File: config.mk
export PLATFORM = sky130hd
export DESIGN_NAME = subleq_seq_flat
export DESIGN_NICKNAME = d
export VERILOG_FILES = /design/src/rtl/subleq_pkg.sv /design/src/rtl/subleq_seq_if.sv /design/src/rtl/subleq_alu.sv /design/src/rtl/subleq_seq.sv /design/src/flat_wrapper.sv
export SDC_FILE = /design/constraint.sdc
export NUM_CORES = 1
export LEC_CHECK = 0
export CORE_ASPECT_RATIO = 1.2
export CORE_MARGIN = 2
export CORE_UTILIZATION = 45
export CTS_CLUSTER_SIZE = 40
export DETAILED_ROUTE_END_ITERATION = 12
export GPL_ROUTABILITY_DRIVEN = 0
export PLACE_DENSITY = 0.76
export SYNTH_ARGS = -nofsm -noshare
export SYNTH_HDL_FRONTEND = slang
export SYNTH_HIERARCHICAL = 1
export SYNTH_SLANG_ARGS = --single-unit
export TNS_END_PERCENT = 10
File: constraint.sdc
create_clock -name CLK -period 3 [get_ports CLK]
set_input_delay 0.3 -clock CLK [delete_from_list [all_inputs] [get_ports CLK]]
set_output_delay 0.3 -clock CLK [all_outputs]
set_load 0.02 [all_outputs]
File: src/rtl/subleq_pkg.sv
// Shared definitions for the SUBLEQ sequencer: state encoding, default
// widths, the halt address and the instruction field layout.
package subleq_pkg;

  localparam int AW_DEF = 8;
  localparam int DW_DEF = 8;

  // All-ones target address; a taken branch here stops the machine.
  // Held at 32 bits so any address width can take a truncated copy.
  localparam logic [31:0] HALT_ADDR = '1;

  // Instruction word is {A, B, C}; each field is AW bits wide and the
  // constants below give the field index counted from the LSB end.
  localparam int FLD_A = 2;
  localparam int FLD_B = 1;
  localparam int FLD_C = 0;

  typedef enum logic [2:0] {
    S_IDLE  = 3'd0,
    S_FETCH = 3'd1,
    S_RDA   = 3'd2,
    S_RDB   = 3'd3,
    S_EXEC  = 3'd4,
    S_HALT  = 3'd5
  } state_t;

  // True while an instruction is in flight.
  function automatic logic is_active(state_t s);
    return (s == S_FETCH) || (s == S_RDA) || (s == S_RDB) || (s == S_EXEC);
  endfunction

endpackage

File: src/rtl/subleq_seq_if.sv
// Memory-side bundle of the sequencer: combinational instruction ROM port
// and the synchronous data RAM port.
interface subleq_seq_if
  import subleq_pkg::*;
#(
  parameter int AW = AW_DEF,
  parameter int DW = DW_DEF
);

  logic [AW-1:0]   rom_addr;
  logic [3*AW-1:0] rom_data;
  logic [AW-1:0]   dmem_addr;
  logic [DW-1:0]   dmem_rdata;
  logic [DW-1:0]   dmem_wdata;
  logic            dmem_we;

  // Sequencer side.
  modport master (
    output rom_addr,
    input  rom_data,
    output dmem_addr,
    input  dmem_rdata,
    output dmem_wdata,
    output dmem_we
  );

  // Memory side.
  modport slave (
    input  rom_addr,
    output rom_data,
    input  dmem_addr,
    output dmem_rdata,
    input  dmem_wdata,
    input  dmem_we
  );

endinterface

File: src/rtl/subleq_alu.sv
// SUBLEQ datapath: res = B - A (mod 2^DW) and the branch condition
// "result is negative or zero".
module subleq_alu
  import subleq_pkg::*;
#(
  parameter int DW = DW_DEF
) (
  input  logic [DW-1:0] opa,
  input  logic [DW-1:0] opb,
  output logic [DW-1:0] res,
  output logic          leq
);

  // Subtract and flag a non-positive result (sign bit set, or all zero).
  always_comb begin
    res = opb - opa;
    leq = res[DW-1] | ~(|res);
  end

endmodule

File: src/rtl/subleq_seq.sv
// Four-cycle multi-cycle SUBLEQ sequencer. Each instruction runs
// FETCH -> RDA -> RDB -> EXEC; a taken branch to the all-ones address
// writes back as usual and then parks the machine in HALT.
module subleq_seq
  import subleq_pkg::*;
#(
  parameter int AW = AW_DEF,
  parameter int DW = DW_DEF
) (
  input  logic         CLK,
  input  logic         RST_N,
  input  logic         start,
  subleq_seq_if.master bus,
  output logic         busy,
  output logic         halted,
  output logic [15:0]  instr_cnt
);

  localparam logic [AW-1:0] HALT_PC = AW'(HALT_ADDR);
  localparam logic [15:0]   CNT_MAX = 16'hFFFF;

  state_t          state_reg, state_next;
  logic [AW-1:0]   pc_reg,    pc_next;
  logic [3*AW-1:0] ir_reg,    ir_next;
  logic [DW-1:0]   opa_reg,   opa_next;
  logic [15:0]     cnt_reg,   cnt_next;

  logic [AW-1:0]   ir_a, ir_b, ir_c;
  logic [DW-1:0]   alu_res;
  logic            alu_leq;

  assign ir_a = ir_reg[FLD_A*AW +: AW];
  assign ir_b = ir_reg[FLD_B*AW +: AW];
  assign ir_c = ir_reg[FLD_C*AW +: AW];

  // In EXEC the RAM returns mem[B] (address issued in RDB) and opA holds mem[A].
  subleq_alu #(.DW(DW)) u_alu (
    .opa (opa_reg),
    .opb (bus.dmem_rdata),
    .res (alu_res),
    .leq (alu_leq)
  );

  assign bus.rom_addr = pc_reg;
  assign busy         = is_active(state_reg);
  assign halted       = (state_reg == S_HALT);
  assign instr_cnt    = cnt_reg;

  // State and architectural registers; reset aborts whatever is in flight.
  always_ff @(posedge CLK or negedge RST_N) begin
    if (!RST_N) begin
      state_reg <= S_IDLE;
      pc_reg    <= '0;
      ir_reg    <= '0;
      opa_reg   <= '0;
      cnt_reg   <= '0;
    end else begin
      state_reg <= state_next;
      pc_reg    <= pc_next;
      ir_reg    <= ir_next;
      opa_reg   <= opa_next;
      cnt_reg   <= cnt_next;
    end
  end

  // Next-state logic and memory port drive; outputs decode from the state
  // register only, so dmem_we falls with an asynchronous reset.
  always_comb begin
    state_next     = state_reg;
    pc_next        = pc_reg;
    ir_next        = ir_reg;
    opa_next       = opa_reg;
    cnt_next       = cnt_reg;
    bus.dmem_addr  = '0;
    bus.dmem_wdata = '0;
    bus.dmem_we    = 1'b0;

    unique case (state_reg)
      S_IDLE, S_HALT: begin
        if (start) begin
          pc_next    = '0;
          cnt_next   = '0;
          state_next = S_FETCH;
        end
      end

      S_FETCH: begin
        ir_next    = bus.rom_data;
        state_next = S_RDA;
      end

      S_RDA: begin
        bus.dmem_addr = ir_a;
        state_next    = S_RDB;
      end

      S_RDB: begin
        opa_next      = bus.dmem_rdata;
        bus.dmem_addr = ir_b;
        state_next    = S_EXEC;
      end

      S_EXEC: begin
        bus.dmem_addr  = ir_b;
        bus.dmem_wdata = alu_res;
        bus.dmem_we    = 1'b1;
        cnt_next       = (cnt_reg == CNT_MAX) ? cnt_reg : cnt_reg + 16'd1;
        if (alu_leq) begin
          pc_next    = ir_c;
          state_next = (ir_c == HALT_PC) ? S_HALT : S_FETCH;
        end else begin
          pc_next    = pc_reg + AW'(1);
          state_next = S_FETCH;
        end
      end

      default: begin
        state_next = S_IDLE;
      end
    endcase
  end

endmodule

File: src/flat_wrapper.sv
// flat-port wrapper written by rule: the top's interface ports become plain ports
module subleq_seq_flat import subleq_pkg::*;
#(
  parameter int AW = AW_DEF,
  parameter int DW = DW_DEF
)
  (CLK, RST_N, start, busy, halted, instr_cnt, bus_rom_addr, bus_rom_data, bus_dmem_addr, bus_dmem_rdata, bus_dmem_wdata, bus_dmem_we);
  subleq_seq_if #(.AW(AW), .DW(DW)) bus_i ();
  input  logic CLK;
  input  logic RST_N;
  input  logic start;
  output logic busy;
  output logic halted;
  output logic [15:0] instr_cnt;
  output wire logic [$bits(bus_i.rom_addr)-1:0] bus_rom_addr;
  input wire logic [$bits(bus_i.rom_data)-1:0] bus_rom_data;
  output wire logic [$bits(bus_i.dmem_addr)-1:0] bus_dmem_addr;
  input wire logic [$bits(bus_i.dmem_rdata)-1:0] bus_dmem_rdata;
  output wire logic [$bits(bus_i.dmem_wdata)-1:0] bus_dmem_wdata;
  output wire logic [$bits(bus_i.dmem_we)-1:0] bus_dmem_we;
  assign bus_rom_addr = bus_i.rom_addr;
  assign bus_i.rom_data = bus_rom_data;
  assign bus_dmem_addr = bus_i.dmem_addr;
  assign bus_i.dmem_rdata = bus_dmem_rdata;
  assign bus_dmem_wdata = bus_i.dmem_wdata;
  assign bus_dmem_we = bus_i.dmem_we;
  subleq_seq #(.AW(AW), .DW(DW)) u_core (.CLK(CLK), .RST_N(RST_N), .start(start), .bus(bus_i), .busy(busy), .halted(halted), .instr_cnt(instr_cnt));
endmodule
-- After elaboration in Yosys (flattened, before gate mapping)
Index checks and enable logic that the tools add are counted.
- logic and storage cells: 42
- bits of input ports: 35
- register bits after elaboration: 59
- output and inout bits: 43
- $add $sub $neg: 3
- eq/ne operators: 9
- bitwise operators: 2
- muxes and demuxes: 13
- reduce and logical (&&, ||, !) cells: 10
- operators with widths (operator ; count):
    16-bit two-way mux ; 2
    16-bit case mux with 2 select lines ; 1
    8-bit case mux with 2 select lines ; 2
    8-bit two-way mux ; 3
    16-bit by 1-bit adder with 16-bit output, second input constant ; 1
    16-bit == test, second input constant ; 1
    3-bit case mux with 5 select lines ; 1
    3-bit two-way mux ; 3
    8-bit by 1-bit adder with 8-bit output, second input constant ; 1
    8-bit == test, second input constant ; 1
    8-bit OR reduction ; 1
    8-bit subtractor ; 1
    3-bit by 2-bit == test with 1-bit output, second input constant ; 2
    3-bit == test, second input constant ; 2
    2-bit != test, second input constant ; 2
    2-bit OR reduction ; 2
    3-bit by 1-bit == test with 1-bit output, second input constant ; 1
    3-bit zero test ; 1
    1-bit logical OR ; 3
    3-bit AND reduction ; 1
    2-bit AND reduction ; 1
    2-bit nonzero test ; 1
    1-bit two-way mux ; 1
    1-bit NOT ; 1
    1-bit OR ; 1

-- Longest topological paths before layout
- depth in word-level cells: 6
- gate-level depth with buffers: 14
- gate-level depth less buffers: 13

-- Hierarchy
Netlist, hierarchy kept.
- by module, submodules not included (module ; cells an instance ; times used ; seq. area each (um^2) ; area an instance (um^2)):
    subleq_seq ; 283 ; 1 ; 1476.4 ; 2976.6
    subleq_alu ; 47 ; 1 ; 0.0 ; 362.8

-- Worst setup path before layout
No wires, ideal clock.
- path type: input port to flip-flop
- start point: input port bus_dmem_rdata[0]
- end point: register u_core.pc_reg[2], in the netlist u_core/bus.rom_addr[2]
- path slack: 0.236 ns
- setup time: 0.134 ns
- data arrival time: 2.630 ns
- buffers on the path: 2
- stages on the path: 14
- data required time: 2.866 ns
- cells stage by stage: inv_1 ha_1 inv_1 fa_1 a211oi_1 nor2_1 xnor2_1 o2111ai_1 o211ai_1 clkbuf_1 clkbuf_1 nor3_1 o21ai_0 o21ai_0
- word-level cells in the longest chain between the ends: 6
- RTL lines (item ; line ; source):
    start: declaration ; flat_wrapper.sv:18 ; input wire logic [$bits(bus_i.dmem_rdata)-1:0] bus_dmem_rdata;
    8-bit subtractor * ; subleq_alu.sv:16 ; res = opb - opa;
    8-bit OR reduction ; subleq_alu.sv:17 ; leq = res[DW-1] | ~(|res);
    1-bit NOT ; subleq_alu.sv:17 ;
    1-bit OR * ; subleq_alu.sv:17 ;
    named net u_core.alu_leq ; subleq_seq.sv:30 ; logic alu_leq;
    8-bit two-way mux * ; subleq_seq.sv:108 ; if (alu_leq) begin
    8-bit case mux with 2 select lines * ; subleq_seq.sv:78 ; unique case (state_reg)
    end signal: assignment ; subleq_seq.sv:59 ; pc_reg <= pc_next;
    end: declaration ; subleq_seq.sv:23 ; logic [AW-1:0] pc_reg, pc_next;
Mark *: on every way through the listed nets, which the timed path passes. The rest lies on a longest branch.
A chain may end at the register's enable or synchronous reset.

-- Worst setup path after layout
- start point: register u_core.opa_reg[3]
- end point: output port bus_dmem_wdata[7]
- word-level cells in the longest chain between the ends: 2
- RTL lines (item ; line ; source):
    start: declaration ; subleq_seq.sv:25 ; logic [DW-1:0] opa_reg, opa_next;
    start signal: assignment ; subleq_seq.sv:61 ; opa_reg <= opa_next;
    8-bit subtractor ; subleq_alu.sv:16 ;
    named net u_core.alu_res[7] ; subleq_seq.sv:29 ; logic [DW-1:0] alu_res;
    8-bit two-way mux ; subleq_seq.sv:78 ;
    end: declaration ; flat_wrapper.sv:19 ; output wire logic [$bits(bus_i.dmem_wdata)-1:0] bus_dmem_wdata;
The timed path passes the listed nets, and every way through them passes these cells.

==> summary.md <==
| Metric | Value |
|---|---|
| Post-synth EDFFs | `0` |
| CP max stage cell | `dfrtp_1` |
| CP Buf/Inv Count | `2` |
| Synth Area in Compound Gates | `15.62%` |
| Post-synth top cells | `dfrtp_1 (59), o21ai_0 (33), mux2_2 (32), nand2_1 (25), nor2_1 (18)` |
| Synth Area in Simple Gates | `15.92%` |
| Iter 0 DRT Violations | `111` |
| Setup CP Type | `reg -> out` |
| Routed WL | `7995 um` |
| Relative slew slack | `56.41%` |
| Static Leak | `1.910 nW` |
| Max FFs per register | `24` |
| Adder-cell share of the synthesized area | `4.271%` |
| Mux cell area share after synthesis | `13.79%` |
| Post-CTS setup buffer count | `0` |
| Gr usage total | `21.07%` |
| CP Capture Type | `output pin` |
| Largest net degree at the start of global routing | `33` |
| Clock Sinks | `59` |
| Run status | `completed` |
| CP top delay family | `compound AO/OA/AOI/OAI gates` |
| Number of diodes | `0` |
| Worst r2r path cells | `12` |
| Final HPWL DP | `5735 um` |
| Worst slack, placed | `-239.1 ps` |
| #FFs+latches synth | `59` |
| Synth Warn # | `6` |
| Final clock skew | `10.19 ps` |
| First-pass iteration count of the detailed router | `4` |
| Distinct cell type count after synthesis | `61` |
| Worst Tran Pin Value | `653.8 ps` |
| Tot Pwr | `4.077 mW` |
| Die Ht | `98.37 um` |
| Final setup margin | `169.3 ps` |
| DRC viols | `0` |
| Critical-path maximum fanout | `4` |
| GRT Residual Overflow | `0` |
| Worst skew pair latency | `330 ps` |
| Cell Area, Synth | `0.003339 mm2` |
| Count leader, synth | `dfrtp_1` |
| R2r endpoint | `u_core/bus.rom_addr[2]$_DFFE_PN0P_` |
| Initial Util | `46.18%` |
| Synth area leaders | `dfrtp_1 (44%), mux2_2 (11%), o21ai_0 (4.9%), ha_1 (3.4%), mux2i_1 (3.0%)` |
| Final ANT Viol Nets | `0` |
| Critical path startpoint category | `register` |
| Core area | `0.007232 mm2` |
| CTS tree | `yes` |
| Syn Nets | `375` |
| Hold Violations, Final | `0` |
| Critical Path Stages | `9` |
| Final setup fails | `0` |
| Clock root buffer | `clkbuf_8` |
| Max stage delay on crit path | `350 ps` |
| Post-synthesis sequential area ratio | `44.21%` |
| Pwr/cell area | `927.8 mW/mm2` |
| Max-slew violations | `0` |
| Setup TNS | `0 ps` |
| Cts bufs inserted | `9` |
| Req. time, crit path | `2700 ps` |
| Final net count | `459` |
| Clock tree buffer depth | `2` |
| Arrival @ worst endpoint | `2530 ps` |
| Critical path, cell by cell | `inv_1 -> ha_1 -> and2_4 -> a221o_1 -> o21a_2 -> o31ai_4 -> nand2_1 -> and3_1 -> dlygate4sd2_1` |
| Final period util | `94.36%` |
| Worst setup path startpoint | `u_core/opa_reg[3]$_DFFE_PN0N_` |
| FF-to-FF setup slack | `330 ps` |
| Synth Flop Type | `dfrtp_1` |
| Cells after Synth | `330` |
| Area Growth Syn to Fin | `31.58%` |
| Worst r2r src | `u_core/opa_reg[0]$_DFFE_PN0N_` |
| Most area-hungry cell type in the Yosys netlist | `dfrtp_1` |
| Critical path destination | `bus_dmem_wdata[7]` |
| FMAX | `353.3 MHz` |
| Maximum vdd ir drop | `0.4918 mV` |
| First-pass GRT wire length | `13,360 um` |
| Syn avg cell area | `10.12 um2` |
| Port Buffer Count | `77` |
| # rows | `34` |
| Vias per cell | `5.657` |
| Antenna violations before repair | `0` |
| Clock-pin transition on the worst setup and hold timing paths | `70 ps` |
| I/O pin total | `78` |
| Yosys top cell area share | `44.21%` |
| Post-route minimum period | `2831 ps` |
| Vias in the first global route | `2,906` |
| Synth Area in XOR/XNOR | `2.098%` |
| Fin util | `60.76%` |
| Layout cells sized above 1 | `18.47%` |
| Ys async rst share | `100.0%` |
| Wire per inst | `15.77 um` |
| H-tree Lvls | `3` |
| RSZ-0062 raised after global routing | `yes` |
| Max-Cap Viols | `0` |
| Die width | `82.64 um` |
| Via count | `2,868` |
| Hold Path Class | `reg -> reg` |
| Die area | `0.008129 mm2` |
| Largest family of logic cells by synthesized area | `simple AND/OR/NAND/NOR gates` |
[metrics by stage]
stage	cells	hold WS (ps)	cell area, um2
after CTS	507	508.3	4395
after detailed placement	492	357.7	4237
after floorplan	330	4.409	3339
after global placement	492	351.7	4237
final	507	503.2	4394
after global routing	507	521.1	4394
[cell usage in the layout (no fill, tap or decap), types with 6 or more instances in the layout]
| cell | Yosys | routed |
|---|---|---|
| nand4_1 | 7 | 7 |
| dfrtp_1 | 59 | 59 |
| ha_1 | 9 | 9 |
| inv_1 | 13 | 13 |
| and3_1 | 13 | 13 |
| nor2_1 | 18 | 18 |
| mux2_2 | 32 | 32 |
| clkdlybuf4s50_1 | 0 | 72 |
| clkbuf_8 | 0 | 9 |
| mux2i_1 | 10 | 10 |
| nand2_1 | 25 | 25 |
| buf_4 | 0 | 13 |
| nand3_1 | 6 | 6 |
| o21ai_0 | 33 | 33 |
| nor3_1 | 8 | 7 |
| a21oi_1 | 9 | 9 |
| a31oi_1 | 6 | 6 |
[layer usage]
layer	track usage (%)	routed length [um]
met1	27.59	3421
met2	33.87	4023
met3	4.159	416
met4	8.323	133
met5	0	0
[cells by family (layout without fill, tap and decap cells)]
group	after synthesis	in the layout
adder cells (fa/ha/maj)	11	11
buffers and inverters	32	119
AND/OR/NAND/NOR	99	99
flip-flops	59	59
XOR/XNOR	8	8
multiplexers	42	42
AO/OA/AOI/OAI	79	79
[how the worst min path moves through the flow]
| stage | cells after the start | from | endpoint |
|---|---|---|---|
| after global routing | 1 | u_core/opa_reg[1]$_DFFE_PN0N_ | u_core/opa_reg[1]$_DFFE_PN0N_ |
| after global placement | 1 | RST_N | u_core/instr_cnt[10]$_DFFE_PN0P_ |
| after floorplan | 0 | RST_N | u_core/bus.rom_addr[0]$_DFFE_PN0P_ |
| final | 1 | u_core/opa_reg[2]$_DFFE_PN0N_ | u_core/opa_reg[2]$_DFFE_PN0N_ |
| after detailed placement | 1 | RST_N | u_core/instr_cnt[10]$_DFFE_PN0P_ |
| after CTS | 1 | u_core/opa_reg[2]$_DFFE_PN0N_ | u_core/opa_reg[2]$_DFFE_PN0N_ |
[what timing repair did]
item / 4_1_cts / 5_1_grt
gates cloned: 0 / 0
resized for setup: 4 / 3
endpoints found under the hold margin: 6 / 0
hold buffers: 1 / 0
setup endpoints to repair: 3 / 8
[power breakdown]
| group | total, mW | switching, mW | internal, mW |
|---|---|---|---|
| Combinational | 2.17 | 1.08 | 1.09 |
| Sequential | 1.33 | 0.233 | 1.09 |
| Clock | 0.582 | 0.297 | 0.284 |
[final cells by class]
class | count | area (um2)
Multi-Input combinational cell | 239 | 1737
Clock buffer | 10 | 127.6
Sequential cell | 59 | 1476
Fill cell | 649 | 2838
Clock inverter | 4 | 20.02
Timing Repair Buffer | 91 | 868.3
Tap cell | 90 | 112.6
Inverter | 14 | 52.55
Note: power is estimated with default switching activity, not from simulation.
